===== config.mk =====
export PLATFORM = sky130hd
export DESIGN_NAME = lap_sequencer
export DESIGN_NICKNAME = d
export VERILOG_FILES = /design/src/rtl/lap_sequencer.sv
export SDC_FILE = /design/constraint.sdc
export NUM_CORES = 1
export LEC_CHECK = 0
export ABC_CLOCK_PERIOD_IN_PS = 3700
export CELL_PAD_IN_SITES_DETAIL_PLACEMENT = 0
export CELL_PAD_IN_SITES_GLOBAL_PLACEMENT = 1
export CORE_UTILIZATION = 40
export DETAILED_ROUTE_END_ITERATION = 8
export GPL_TIMING_DRIVEN = 0
export HOLD_SLACK_MARGIN = 0.1
export PLACE_DENSITY = 0.68
export SLEW_MARGIN = 5
export SYNTH_ARGS = -nofsm -noshare
export SYNTH_HDL_FRONTEND = slang
export SYNTH_SLANG_ARGS = --single-unit

===== constraint.sdc =====
create_clock -name clk_core -period 3.7 [get_ports clk_core]
set_clock_uncertainty 0.1 [all_clocks]
set_input_delay 0.555 -clock clk_core [delete_from_list [all_inputs] [get_ports clk_core]]
set_output_delay 0.555 -clock clk_core [all_outputs]
set_load 0.01 [all_outputs]

===== src/rtl/lap_sequencer.sv =====
// Stopwatch control: drives counter_core enable/clear, captures laps into a
// circular buffer and muxes live or stored time onto the display bus.
module lap_sequencer #(
   parameter int LAP_DEPTH = 8,
   parameter int IDX_W     = 3
) (
   input  logic             clk_core,
   input  logic             rst,
   input  logic             start_stop,
   input  logic             lap_reset,
   input  logic             review,
   input  logic [5:0]       min_i,
   input  logic [5:0]       sec_i,
   input  logic [6:0]       ms_10_i,
   output logic             cnt_en,
   output logic             cnt_clr,
   output logic [5:0]       min_o,
   output logic [5:0]       sec_o,
   output logic [6:0]       ms_10_o,
   output logic [IDX_W:0]   lap_cnt,
   output logic [IDX_W-1:0] lap_idx,
   output logic             lap_full,
   output logic [1:0]       state_o
);

   typedef enum logic [1:0] {
      S_IDLE   = 2'b00,
      S_RUN    = 2'b01,
      S_STOP   = 2'b10,
      S_REVIEW = 2'b11
   } state_t;

   localparam logic [IDX_W:0] DEPTH_C = LAP_DEPTH[IDX_W:0];

   state_t           state_q, state_d;
   state_t           ret_q, ret_d;
   logic [IDX_W-1:0] wr_ptr_q, wr_ptr_d;
   logic [IDX_W:0]   lap_cnt_q, lap_cnt_d;
   logic [IDX_W-1:0] lap_idx_q, lap_idx_d;
   logic             lap_full_q, lap_full_d;
   logic             cnt_en_q, cnt_en_d;
   logic             cnt_clr_q, cnt_clr_d;
   logic [18:0]      disp_q, disp_d;
   logic [18:0]      lap_mem_q [LAP_DEPTH];

   logic             wr_en;
   logic             clear;
   logic [IDX_W-1:0] oldest;
   logic [IDX_W-1:0] idx_inc;
   logic [18:0]      live;

   assign live    = {min_i, sec_i, ms_10_i};
   assign oldest  = lap_full_q ? wr_ptr_q : '0;
   assign idx_inc = lap_idx_q + 1'b1;

   always_comb begin
      state_d   = state_q;
      ret_d     = ret_q;
      wr_ptr_d  = wr_ptr_q;
      lap_cnt_d = lap_cnt_q;
      lap_idx_d = lap_idx_q;
      wr_en     = 1'b0;
      clear     = 1'b0;
      case (state_q)
         S_IDLE: begin
            if (start_stop) begin
               state_d = S_RUN;
            end else if (review && lap_cnt_q != '0) begin
               state_d   = S_REVIEW;
               ret_d     = S_IDLE;
               lap_idx_d = oldest;
            end
         end
         S_RUN: begin
            if (lap_reset) begin
               wr_en    = 1'b1;
               wr_ptr_d = wr_ptr_q + 1'b1;
               if (lap_cnt_q != DEPTH_C) lap_cnt_d = lap_cnt_q + 1'b1;
            end
            if (start_stop) state_d = S_STOP;
         end
         S_STOP: begin
            if (lap_reset) begin
               clear = 1'b1;
            end else if (start_stop) begin
               state_d = S_RUN;
            end else if (review && lap_cnt_q != '0) begin
               state_d   = S_REVIEW;
               ret_d     = S_STOP;
               lap_idx_d = oldest;
            end
         end
         default: begin
            if (lap_reset) begin
               clear = 1'b1;
            end else if (start_stop) begin
               state_d = ret_q;
            end else if (review) begin
               // Slot after the newest is wr_ptr; wrap from there to the oldest.
               lap_idx_d = (idx_inc == wr_ptr_q) ? oldest : idx_inc;
            end
         end
      endcase
      if (clear) begin
         state_d   = S_IDLE;
         wr_ptr_d  = '0;
         lap_cnt_d = '0;
         lap_idx_d = '0;
      end
      cnt_clr_d  = clear;
      cnt_en_d   = (state_d == S_RUN);
      lap_full_d = (lap_cnt_d == DEPTH_C);
      disp_d     = (state_d == S_REVIEW) ? lap_mem_q[lap_idx_d] : live;
   end

   always_ff @(posedge clk_core) begin
      if (!rst) begin
         state_q    <= S_IDLE;
         ret_q      <= S_IDLE;
         wr_ptr_q   <= '0;
         lap_cnt_q  <= '0;
         lap_idx_q  <= '0;
         lap_full_q <= 1'b0;
         cnt_en_q   <= 1'b0;
         cnt_clr_q  <= 1'b0;
         disp_q     <= '0;
      end else begin
         state_q    <= state_d;
         ret_q      <= ret_d;
         wr_ptr_q   <= wr_ptr_d;
         lap_cnt_q  <= lap_cnt_d;
         lap_idx_q  <= lap_idx_d;
         lap_full_q <= lap_full_d;
         cnt_en_q   <= cnt_en_d;
         cnt_clr_q  <= cnt_clr_d;
         disp_q     <= disp_d;
      end
   end

   // Lap storage is deliberately left out of reset.
   always_ff @(posedge clk_core) begin
      if (rst && wr_en) lap_mem_q[wr_ptr_q] <= live;
   end

   assign state_o  = state_q;
   assign cnt_en   = cnt_en_q;
   assign cnt_clr  = cnt_clr_q;
   assign lap_cnt  = lap_cnt_q;
   assign lap_idx  = lap_idx_q;
   assign lap_full = lap_full_q;
   assign {min_o, sec_o, ms_10_o} = disp_q;

endmodule

# Word-level counts from Yosys, hierarchy flattened
# Memory sizes are Yosys's and may differ from the RTL's.
# Index checks and enable logic that the tools add are counted.
dict set report word_totals {
  memories 1
  reg_bits 36
  input_bits 24
  mem_bits_rw 152
}
dict set report op_classes {
  n_reduce_logical 9
  n_eq_ne 12
  bitwise 1
  mux 34
  n_addsub 3
}
# name depth width read_ports rd_ports_with_merged_regs write_ports line
set mem_list {}
lappend mem_list {lap_mem_q 8 19 1 0 1 44} ;# logic [18:0] lap_mem_q [LAP_DEPTH];
# op count
set ops {}
lappend ops {{$mux 3} 9}
lappend ops {{$mux 2} 12}
lappend ops {{$mux 19} 1}
lappend ops {{$mux 4} 4}
lappend ops {{$ne 2x2->1 const B} 5}
lappend ops {{$pmux 3 s3} 1}
lappend ops {{$add 3x1->3 const B} 2}
lappend ops {{$pmux 2 s3} 1}
lappend ops {{$reduce_and 6->1} 1}
lappend ops {{$mux 1} 5}
lappend ops {{$add 4x1->4 const B} 1}
lappend ops {{$eq 2x1->1 const B} 2}
lappend ops {{$eq 2x2->1 const B} 2}
lappend ops {{$eq 4x4->1 const B} 1}
lappend ops {{$ne 4x4->1 const B} 1}
lappend ops {{$pmux 2 s2} 1}
lappend ops {{$reduce_bool 4->1} 1}
lappend ops {{$reduce_or 2->1} 2}
lappend ops {{$eq 3x3->1} 1}
lappend ops {{$logic_and 1x1->1} 2}
lappend ops {{$logic_not 2->1} 1}
lappend ops {{$reduce_and 2->1} 1}
lappend ops {{$reduce_bool 2->1} 1}
lappend ops {{$not 1->1} 1}

# Logic depth before layout (Yosys ltp)
# Gate-level depths: netlist (run 1).
# An unclocked memory read counts as a cell.
dict set report depth {
  word_depth 10
  depth_mapped 10
}

# Worst setup path after synthesis (run 1)
# Ideal clock, no wire load.
dict set report synth_timing {
  path_type {register to register}
  from {register state_q[0], in the netlist state_o[0]}
  to {memory lap_mem_q[1][0], enable pin}
  path_stages_with_launch 5
  required_ps 3156
  path_buffers 1
  setup_time_ps 444
  path_slack_ps 214
  t_arrival_ps 2942
  path_cell_list {dfxtp_1 clkbuf_1 nor2b_1 nand2_1 nor4_1}
}
dict set report synth_via {
  elab_chain_cells 5
}
# item line
set synth_rtl {}
lappend synth_rtl {{start: declaration} 35} ;# state_t state_q, state_d;
lappend synth_rtl {{start signal: assignment} 128} ;# state_q <= state_d;
lappend synth_rtl {{$eq 2x1->1} 64} ;# case (state_q)
lappend synth_rtl {{$mux 1} 64}
lappend synth_rtl {{$logic_and 1x1->1} 142} ;# if (rst && wr_en) lap_mem_q[wr_ptr_q] <= live;
lappend synth_rtl {{$mux 1} 142}
lappend synth_rtl {{$mux 1 (implied by the code)} 142}
lappend synth_rtl {{end: declaration} 44}
# Every way passes these cells.

# Worst setup path in the final report (run 1)
dict set report layout_timing {
  from {register lap_cnt_q[0], in the netlist lap_cnt[0]}
  to {register disp_q[16]}
}
dict set report layout_via {
  elab_chain_cells 9
}
# item line
set layout_rtl {}
lappend layout_rtl {{start: declaration} 38} ;# logic [IDX_W:0] lap_cnt_q, lap_cnt_d;
lappend layout_rtl {{start signal: assignment} 131} ;# lap_cnt_q <= lap_cnt_d;
lappend layout_rtl {{$reduce_bool 4->1 (*)} {68, 87}}
lappend layout_rtl {{$logic_and 1x1->1 (*)} {68, 87}}
lappend layout_rtl {{$mux 3 or $mux 2 (tied branches)} {68, 87}}
lappend layout_rtl {{$mux 3 or $mux 2 (tied branches)} {66, 85}}
lappend layout_rtl {{$mux 3 or $mux 2 (tied branches)} 83} ;# if (lap_reset) begin
lappend layout_rtl {{$pmux 3 s3 or $pmux 2 s3 (tied branches)} 64}
lappend layout_rtl {{$mux 3 or $mux 2 (tied branches)} 104} ;# if (clear) begin
lappend layout_rtl {{$mem_v2 8x19 or $eq 2x2->1 (tied branches)} -}
lappend layout_rtl {{$mux 19 (*)} 113} ;# disp_d = (state_d == S_REVIEW) ? lap_mem_q[lap_idx_d] : live;
lappend layout_rtl {{end signal: assignment} 136} ;# disp_q <= disp_d;
lappend layout_rtl {{end: declaration} 43} ;# logic [18:0] disp_q, disp_d;
# Every way passes the cells marked *; elsewhere a longest branch is shown, timed or not.
# A chain may end at the register's enable or synchronous reset.

==> results of run 1 <==
-- synth_stat cells (all sizes together) (2+ instances only) --
| cell | number |
|---|---|
| edfxtp | 152 |
| and3 | 76 |
| a211oi | 59 |
| dfxtp | 35 |
| nand2 | 34 |
| clkbuf | 23 |
| buf | 20 |
| nor2 | 20 |
| o41ai | 20 |
| a21boi | 19 |
| o31ai | 19 |
| nor3 | 8 |
| a21oi | 6 |
| inv | 6 |
| and2 | 5 |
| ha | 4 |
| xnor2 | 4 |
| nand3 | 3 |
| nor2b | 3 |
| nor4 | 3 |
| o21ai | 3 |
| a211o | 2 |
| a32oi | 2 |
| and4b | 2 |
| nand4b | 2 |
| nor4b | 2 |
| o211a | 2 |
| o22ai | 2 |
| or4 | 2 |
| xor2 | 2 |
-- state kept, by name (all words and copies together) (netlist names) --
signal,flops
disp_q,19
lap_cnt,4
cnt_en,1
lap_idx,3
wr_ptr_q,3
cnt_clr,1
lap_mem_q,152
ret_q,1
state_o,2
lap_full,1
-- how the worst max path moves through the flow --
stage               start              end  slack [ns]  cells past startpoint
2_1_floorplan  state_o[0]  lap_mem_q[1][0]        0.21                      4
3_3_place_gp    lap_reset  lap_mem_q[2][4]       -2.51                      4
3_5_place_dp    lap_reset       disp_q[14]       -0.33                     10
4_1_cts        lap_cnt[0]       disp_q[14]        0.07                     10
5_1_grt        lap_cnt[0]       disp_q[16]       0.006                      9
6_report       lap_cnt[0]       disp_q[16]        0.14                      9
-- where the power goes --
part           internal, mW  leakage [nW]  total (mW)  switching (mW)
registers              2.30          1.66        2.31          0.0122
clock network         0.998         0.272        1.79           0.796
logic                 0.131          1.33       0.354           0.223
-- layer usage --
| layer | global-route usage | wire, um |
|---|---|---|
| met3 | 0.0377 | 1210 |
| met1 | 0.292 | 9210 |
| met5 | 0 | 0 |
| met4 | 0.0772 | 414 |
| met2 | 0.350 | 9820 |
-- final cells by class --
type | instances | area (sq um) | share of cell area
sequential | 187 | 5270 | 0.562
multi-input combinational | 321 | 2280 | 0.243
timing repair buffer | 69 | 692 | 0.0738
clock buffer | 18 | 429 | 0.0458
tap | 260 | 325 | 0.0347
buffer | 43 | 211 | 0.0226
clock inverter | 14 | 146 | 0.0156
inverter | 6 | 22.5 | 0.00240
-- critical path, stage by stage, from the launching register on --
cell      delay (ns)
dfxtp_1         0.37
inv_1           0.12
ha_1            0.20
or3b_2          0.51
a31oi_1         0.36
nor3_1          0.09
nor2_1          0.80
clkbuf_1        0.62
nand2_1         0.11
o41ai_1         0.11
-- metrics by stage --
stage / TNS, ns / cells / worst slack (ns) / hold slack, ns / power [mW]
finish: 0 / 918 / 0.136 / 0.303 / 4.46
detailed placement: -2.30 / 886 / -0.327 / 0.418 / 2.71
CTS: 0 / 918 / 0.0749 / 0.278 / 4.47
global route: 0 / 918 / 0.00603 / 0.302 / 4.59
floorplan: 0 / 557 / 0.214 / 0.397 / 2.53
global placement: -220.01 / 870 / -2.51 / 0.412 / 2.70
-- repair_timing --
action / in CTS / in global routing
gates resized for setup: 0 / 6
setup buffers: 0 / 0
hold endpoints to repair: 0 / 0
setup endpoints to repair: 0 / 4
-- kinds of logic after synthesis --
logic type	after synthesis
adders and majority gates	4
AOI/OAI and AO/OA	142
buffers and inverters	49
and+or+nand+nor	167
DFF	187
xor gates and xnor gates	7
muxes	1
==> reports/metrics.yaml, run 1 <==
grtUsageTotal: 0.216
setup_viol: 0
drive_above_1_share: 0.141
start_util: 0.410
cts_buffers: 17
synth_top_family_by_area: "compound AO/OA/AOI/OAI gates"
drt_iter0_markers: 549
synth_compound_area_frac: 0.148
grt_pass1_wl_um: 31100
antennaDiodeCount: 0
r2r-start: "lap_cnt[0]"
cts-htree-levels: 4
portBuffers: 53
ys_warn_count: 0
root_buffer: "clkbuf_16"
power.density_nw_per_um2: 476
nets: 673
antenna_found_initial: 0
rr_worst_depth: 9
ys_ff_latch: 187
grt_pass1_vias: 5123
core_area_sq_um: 18800
async_flop_share: 0
synth_ff_type: "edfxtp_1"
clk_pin_slew_worst_paths_ns: 0.07
synth.distinct_cells: 58
grt-ovfl-total: 0
tightest_slew_ns: 1.05
synth-simple-area-share: 0.123
cts_tree: "done"
first_pass_iters: 5
hpwl_um: 13500
holdBufCountCts: 0
hp-start: "start_stop"
wl_per_cell_um: 22.5
synth_mux_area_frac: 0.00130
rows: 50
yosys.area.top_type: "edfxtp_1"
final_hold_viol_count: 0
utilization: 0.498
gp_congestion: 0.845
synthTopCellsByArea: "edfxtp_1, dfxtp_1, and3_1"
layout_min_cycle_time_ns: 3.56
syn_nets: 585
grt_max_degree: 17
status: "complete, no violations"
fill_cells: 1632
hold_end: "state_o[0]"
vdd_drop_max_mv: 0.323
synth_xor_area_frac: 0.00988
fin_area_sq_um: 9370
ys_seq_area_frac: 0.681
final_common_cell: "edfxtp_1"
final_cell_mix: "edfxtp_1, and3_1, clkdlybuf4s50_1"
worst-r2r-setup-slack_ns: 0.14
rsz0062_at_grt: "false"
whs_path_depth: 2
crit_type: "register to register"
slew_headroom: 0.294
synth_top_area_share: 0.591
netlist_area_sq_um: 7730
postSynthCellCount: 557
synth_fa_ha_area_frac: 0.00648
drv_cap: 0
endpoint_kind: "register"
fmax_mhz: 281
die_h_um: 141
timing.rr.end: "disp_q[16]"
critPathRequiredTime_ns: 3.88
p_leak_nw: 3.26
clock-sinks: 187
dieWidth_um: 141
wirelength_um: 20700
worst_ep_arrival_time_ns: 3.75
die-area_sq_um: 19900
hp-class: "primary input to register"
clockBufferDepth: 2
drc: 0
min_period_over_period: 0.963
postRouteAntennaNets: 0
avgViaCountPerCell: 5.73
clk_latency_ns: 0.44
synth_edf_count: 152
syn_to_final_growth_pct: 21.3
vias: 5256
avgSynthCellArea_sq_um: 13.9
pin_count: 55
drv_slew: 0
worst_setup_path_start_kind: "register"
placed_cell_area_sq_um: 8780
worstPathMaxFanout: 10
No activity file was read; power rests on OpenSTA's default activity.
==> run 2, diff against run 1 <==
--- a/config.mk
+++ b/config.mk
@@ -12,6 +12,7 @@
 export DETAILED_ROUTE_END_ITERATION = 8
 export GPL_TIMING_DRIVEN = 0
 export HOLD_SLACK_MARGIN = 0.1
+export MAX_ROUTING_LAYER = met4
 export PLACE_DENSITY = 0.68
 export SLEW_MARGIN = 5
 export SYNTH_ARGS = -nofsm -noshare
==> run 2 against run 1 <==
Via count shrank 0.48%; wire length is 0.51% higher; first-iteration DRC count increased by 2.7%; non-clock buffer count unchanged; sequential power about the same; maximum frequency is 0.23% lower; power barely moved; critical path type unchanged; largest cell class unchanged; highest routed layer unchanged.
==> reports/metrics.yaml, run 2 (synthesis gave the netlist of run 1 again) <==
status: "complete, no violations"
drc: 0
core_area_sq_um: 18800
regMostFlops: "lap_mem_q"
vias: 5231
fmax_mhz: 280
layout_min_cycle_time_ns: 3.57
min_period_over_period: 0.965
clock-sinks: 187
root_buffer: "clkbuf_16"
antennaDiodeCount: 0
wl_per_cell_um: 22.6
drv_cap: 0
endpoint_kind: "register"
cts_tree: "done"
critPathRequiredTime_ns: 3.89
grt-ovfl-total: 0
worst_setup_path_start_kind: "register"
portBuffers: 53
final_cell_mix: "edfxtp_1, and3_1, clkdlybuf4s50_1"
clock_power_share: 0.402
cpMaxStageDelayCell: "nor2_1"
grt_pass1_vias: 5097
cpPeakStageDelay_ns: 0.81
antenna_found_initial: 0
syn_to_final_growth_pct: 21.3
rsz0062_at_grt: "false"
switchingPower_mw: 1.03
drv_slew: 0
vdd_drop_max_mv: 0.322
cts_setup_buffers: 0
fill_cells: 1632
worst_ep_arrival_time_ns: 3.76
die-area_sq_um: 19900
fin_tns_setup_ns: 0
dieWidth_um: 141
drt_iter0_markers: 564
cts-htree-levels: 4
grt_max_degree: 17
swShare: 0.231
grt_pass1_wl_um: 31200
worstPathMaxFanout: 10
start_util: 0.410
setup_viol: 0
die_h_um: 141
gp_congestion: 0.858
p_leak_nw: 3.26
fin_area_sq_um: 9370
p_seq_frac: 0.518
postRouteAntennaNets: 0
pwr-share-comb: 0.080
first_pass_iters: 5
ctsResizeCount: 0
crit_type: "register to register"
tightest_slew_ns: 1.07
power.density_nw_per_um2: 476
cts_buffers: 17
largest_reg_flops: 152
nets: 673
avgViaCountPerCell: 5.70
pin_count: 55
grtUsageTotal: 0.223
placed_cell_area_sq_um: 8780
final_common_cell: "edfxtp_1"
drive_above_1_share: 0.141
rows: 50
hp-class: "primary input to register"
final_hold_viol_count: 0
hpwl_um: 13500
holdBufCountCts: 0
power.internal_mw: 3.43
slew_headroom: 0.287
clk_pin_slew_worst_paths_ns: 0.07
power_mw: 4.46
clk_latency_ns: 0.43
clockBufferDepth: 2
crit_chain: "inv_1 -> ha_1 -> or3b_2 -> a31oi_1 -> nor3_1 -> nor2_1 -> clkbuf_1 -> nand2_1 -> o41ai_1"
wirelength_um: 20800
-- run 2: layer usage --
layer / track usage / share of wire
met5: - / 0
met4: 0.0669 / 0.016
met3: 0.0448 / 0.049
met2: 0.349 / 0.48
met1: 0.294 / 0.46
-- run 2: final cells by class --
cell class,count,area [sq um],share of cell area
clock buffers,18,429,0.0458
well taps,260,325,0.0347
inverters,6,22.5,0.00240
repair buffers,69,692,0.0738
clock inverters,14,146,0.0156
plain buffers,43,211,0.0226
flip-flops and latches,187,5270,0.562
multi-input cells,321,2280,0.243
-- run 2: per-stage QoR --
stage / util / cells / setup slack (ns) / hold WS [ns]
floorplan: - / 557 / 0.214 / 0.397
global placement: 0.456 / 870 / -2.51 / 0.412
detailed placement: 0.466 / 886 / -0.327 / 0.418
CTS: 0.497 / 918 / 0.0749 / 0.278
global route: 0.498 / 918 / 0.00848 / 0.298
finish: 0.498 / 918 / 0.128 / 0.299
-- run 2: critical path, delay by kind of cell (launching register included) --
kind	cells	cell delay [ns]
simple gates	4	1.54
buf+inv	2	0.73
compound gates	2	0.48
flops	1	0.37
fa+ha+maj	1	0.20
-- run 2: path summary, 6_finish.rpt --
path | depth (start not counted) | startpoint | end | slack, ns
worst min register to register | 1 | ret_q[1] | ret_q[1] | 0.44
worst max register to register | 9 | lap_cnt[0] | disp_q[16] | 0.13
worst min-delay path | 2 | start_stop | state_o[0] | 0.30
worst max-delay path | 9 | lap_cnt[0] | disp_q[16] | 0.13
-- run 2: power by group through the flow --
stage / Sequential, mW / Clock [mW] / Combinational (mW)
finish: 2.31 / 1.80 / 0.355
global route: 2.32 / 1.90 / 0.379
floorplan: 2.37 / 0 / 0.161
detailed placement: 2.36 / 0 / 0.350
global placement: 2.36 / 0 / 0.338
CTS: 2.31 / 1.81 / 0.352
==> run 3, diff against run 2 <==
--- a/config.mk
+++ b/config.mk
@@ -8,6 +8,7 @@
 export ABC_CLOCK_PERIOD_IN_PS = 3700
 export CELL_PAD_IN_SITES_DETAIL_PLACEMENT = 0
 export CELL_PAD_IN_SITES_GLOBAL_PLACEMENT = 1
+export CORE_MARGIN = 8
 export CORE_UTILIZATION = 40
 export DETAILED_ROUTE_END_ITERATION = 8
 export GPL_TIMING_DRIVEN = 0
==> run 3 against run 2 <==
Non-clock buffer count is 1 lower; via count hardly changed; sequential share of layout area is 0.22 points lower; first-iteration DRC count is 16% lower; critical path type is now primary input to register; highest routed layer unchanged; combinational power hardly changed; count of clock-buffer cells in the layout stayed put; final cell count is 0.44% higher; die area is 21% higher; sequential cell count stayed put; critical path depth is 1 higher; register-to-register slack better by 0.17 ns.
==> reports/metrics.yaml, run 3 (synthesis gave the netlist of run 1 again) <==
status: "complete, no violations"
hp-class: "primary input to register"
final_hold_viol_count: 0
endpoint_kind: "register"
hpwl_um: 14000
clock_power_share: 0.415
cpMaxStageDelayCell: "o41ai_1"
critPathRequiredTime_ns: 3.88
cts_setup_buffers: 0
grt-ovfl-total: 0
rsz0062_at_grt: "false"
clockBufferDepth: 2
grtUsageTotal: 0.187
core_area_sq_um: 19200
wirelength_um: 21100
start_util: 0.402
clock-sinks: 187
worst_setup_path_start_kind: "primary input"
drive_above_1_share: 0.145
final_cell_mix: "edfxtp_1, and3_1, clkdlybuf4s50_1"
vdd_drop_max_mv: 0.338
rows: 51
portBuffers: 53
switchingPower_mw: 1.08
drv_slew: 0
cts_tree: "done"
stdcell_count: 922
final_common_cell: "edfxtp_1"
drc: 0
power.internal_mw: 3.48
power_mw: 4.56
p_seq_frac: 0.507
min_period_over_period: 0.936
slew_headroom: 0.375
p_leak_nw: 3.28
cts-htree-levels: 4
fin_area_sq_um: 9410
pin_count: 55
largest_reg_flops: 152
die_h_um: 155
nets: 672
hold_slack_ns: 0.309
dp_slack_ns: -0.325
fin_ws_ns: 0.237
layout_min_cycle_time_ns: 3.46
syn_to_final_growth_pct: 21.7
avgViaCountPerCell: 5.67
root_buffer: "clkbuf_16"
gp_congestion: 0.844
swShare: 0.237
worst_ep_arrival_time_ns: 3.64
crit_path_frequent_cell: "clkbuf_1"
tightest_slew_ns: 0.933
fmax_mhz: 289
wl_per_cell_um: 22.9
grt_pass1_wl_um: 32700
crit_chain: "clkdlybuf4s50_1 -> and2_1 -> clkbuf_1 -> nor4_2 -> mux2i_2 -> buf_2 -> clkbuf_1 -> and3_1 -> a211oi_1 -> o41ai_1"
placed_cell_area_sq_um: 8770
antennaDiodeCount: 0
regMostFlops: "lap_mem_q"
postRouteAntennaNets: 0
vias: 5230
setup_viol: 0
first_pass_iters: 5
antenna_found_initial: 0
grt_max_degree: 19
placed_cells: 890
crit_type: "primary input to register"
grt_pass1_vias: 5378
worstPathMaxFanout: 10
clk_pin_slew_worst_paths_ns: 0.07
cts_buffers: 17
die-area_sq_um: 24000
power.density_nw_per_um2: 485
dieWidth_um: 155
drv_cap: 0
clk_latency_ns: 0.44
cpPeakStageDelay_ns: 0.49
drt_iter0_markers: 473
pwr-share-comb: 0.078
[run 3: worst max-delay path, delay by kind of cell]
family / cells / cell delay (ns)
buffers and inverters: 4 / 1.32
AND/OR/NAND/NOR: 3 / 0.75
AO/OA/AOI/OAI: 2 / 0.54
multiplexers: 1 / 0.48
[run 3: power by group through the flow]
| stage | registers (mW) | logic, mW | clock network, mW |
|---|---|---|---|
| finish | 2.31 | 0.353 | 1.89 |
| global route | 2.32 | 0.384 | 2.01 |
| CTS | 2.31 | 0.351 | 1.92 |
| detailed placement | 2.36 | 0.349 | 0 |
| global placement | 2.36 | 0.336 | 0 |
| floorplan | 2.37 | 0.161 | 0 |
[run 3: worst paths after layout]
path,from,end,slack (ns),depth (start not counted)
min,start_stop,state_o[0],0.31,2
min reg2reg,ret_q[1],ret_q[1],0.44,1
max,lap_reset,disp_q[6],0.24,10
max reg2reg,lap_cnt[0],disp_q[6],0.30,10
[run 3: timing repair]
action,CTS,global route
endpoints found under the setup margin,0,12
gates resized for setup,0,6
hold buffers,0,0
[run 3: routing by layer]
metal | vias to the layer above | global-route usage | share of wire | wire length [um]
met4 | 0 | 0.0649 | 0.020 | 420
met2 | 171 | 0.296 | 0.48 | 10200
met5 | - | - | 0 | 0
met1 | 2648 | 0.242 | 0.45 | 9510
met3 | 31 | 0.0308 | 0.046 | 963
li1 | 2380 | - | - | -
[run 3: cell type report]
cell class | count | area (sq um)
timing repair buffer | 68 | 673
inverter | 6 | 22.5
clock inverter | 14 | 176
tap | 265 | 332
clock buffer | 18 | 439
fill | 1666 | 9800
multi-input combinational | 321 | 2290
buffer | 43 | 210
sequential | 187 | 5270
[run 3: through the flow]
stage                     TNS [ns]  utilization
final                            0        0.490
after CTS                        0        0.489
after global placement     -214.06        0.447
after global routing             0        0.490
after floorplan                  0            -
after detailed placement     -3.80        0.457
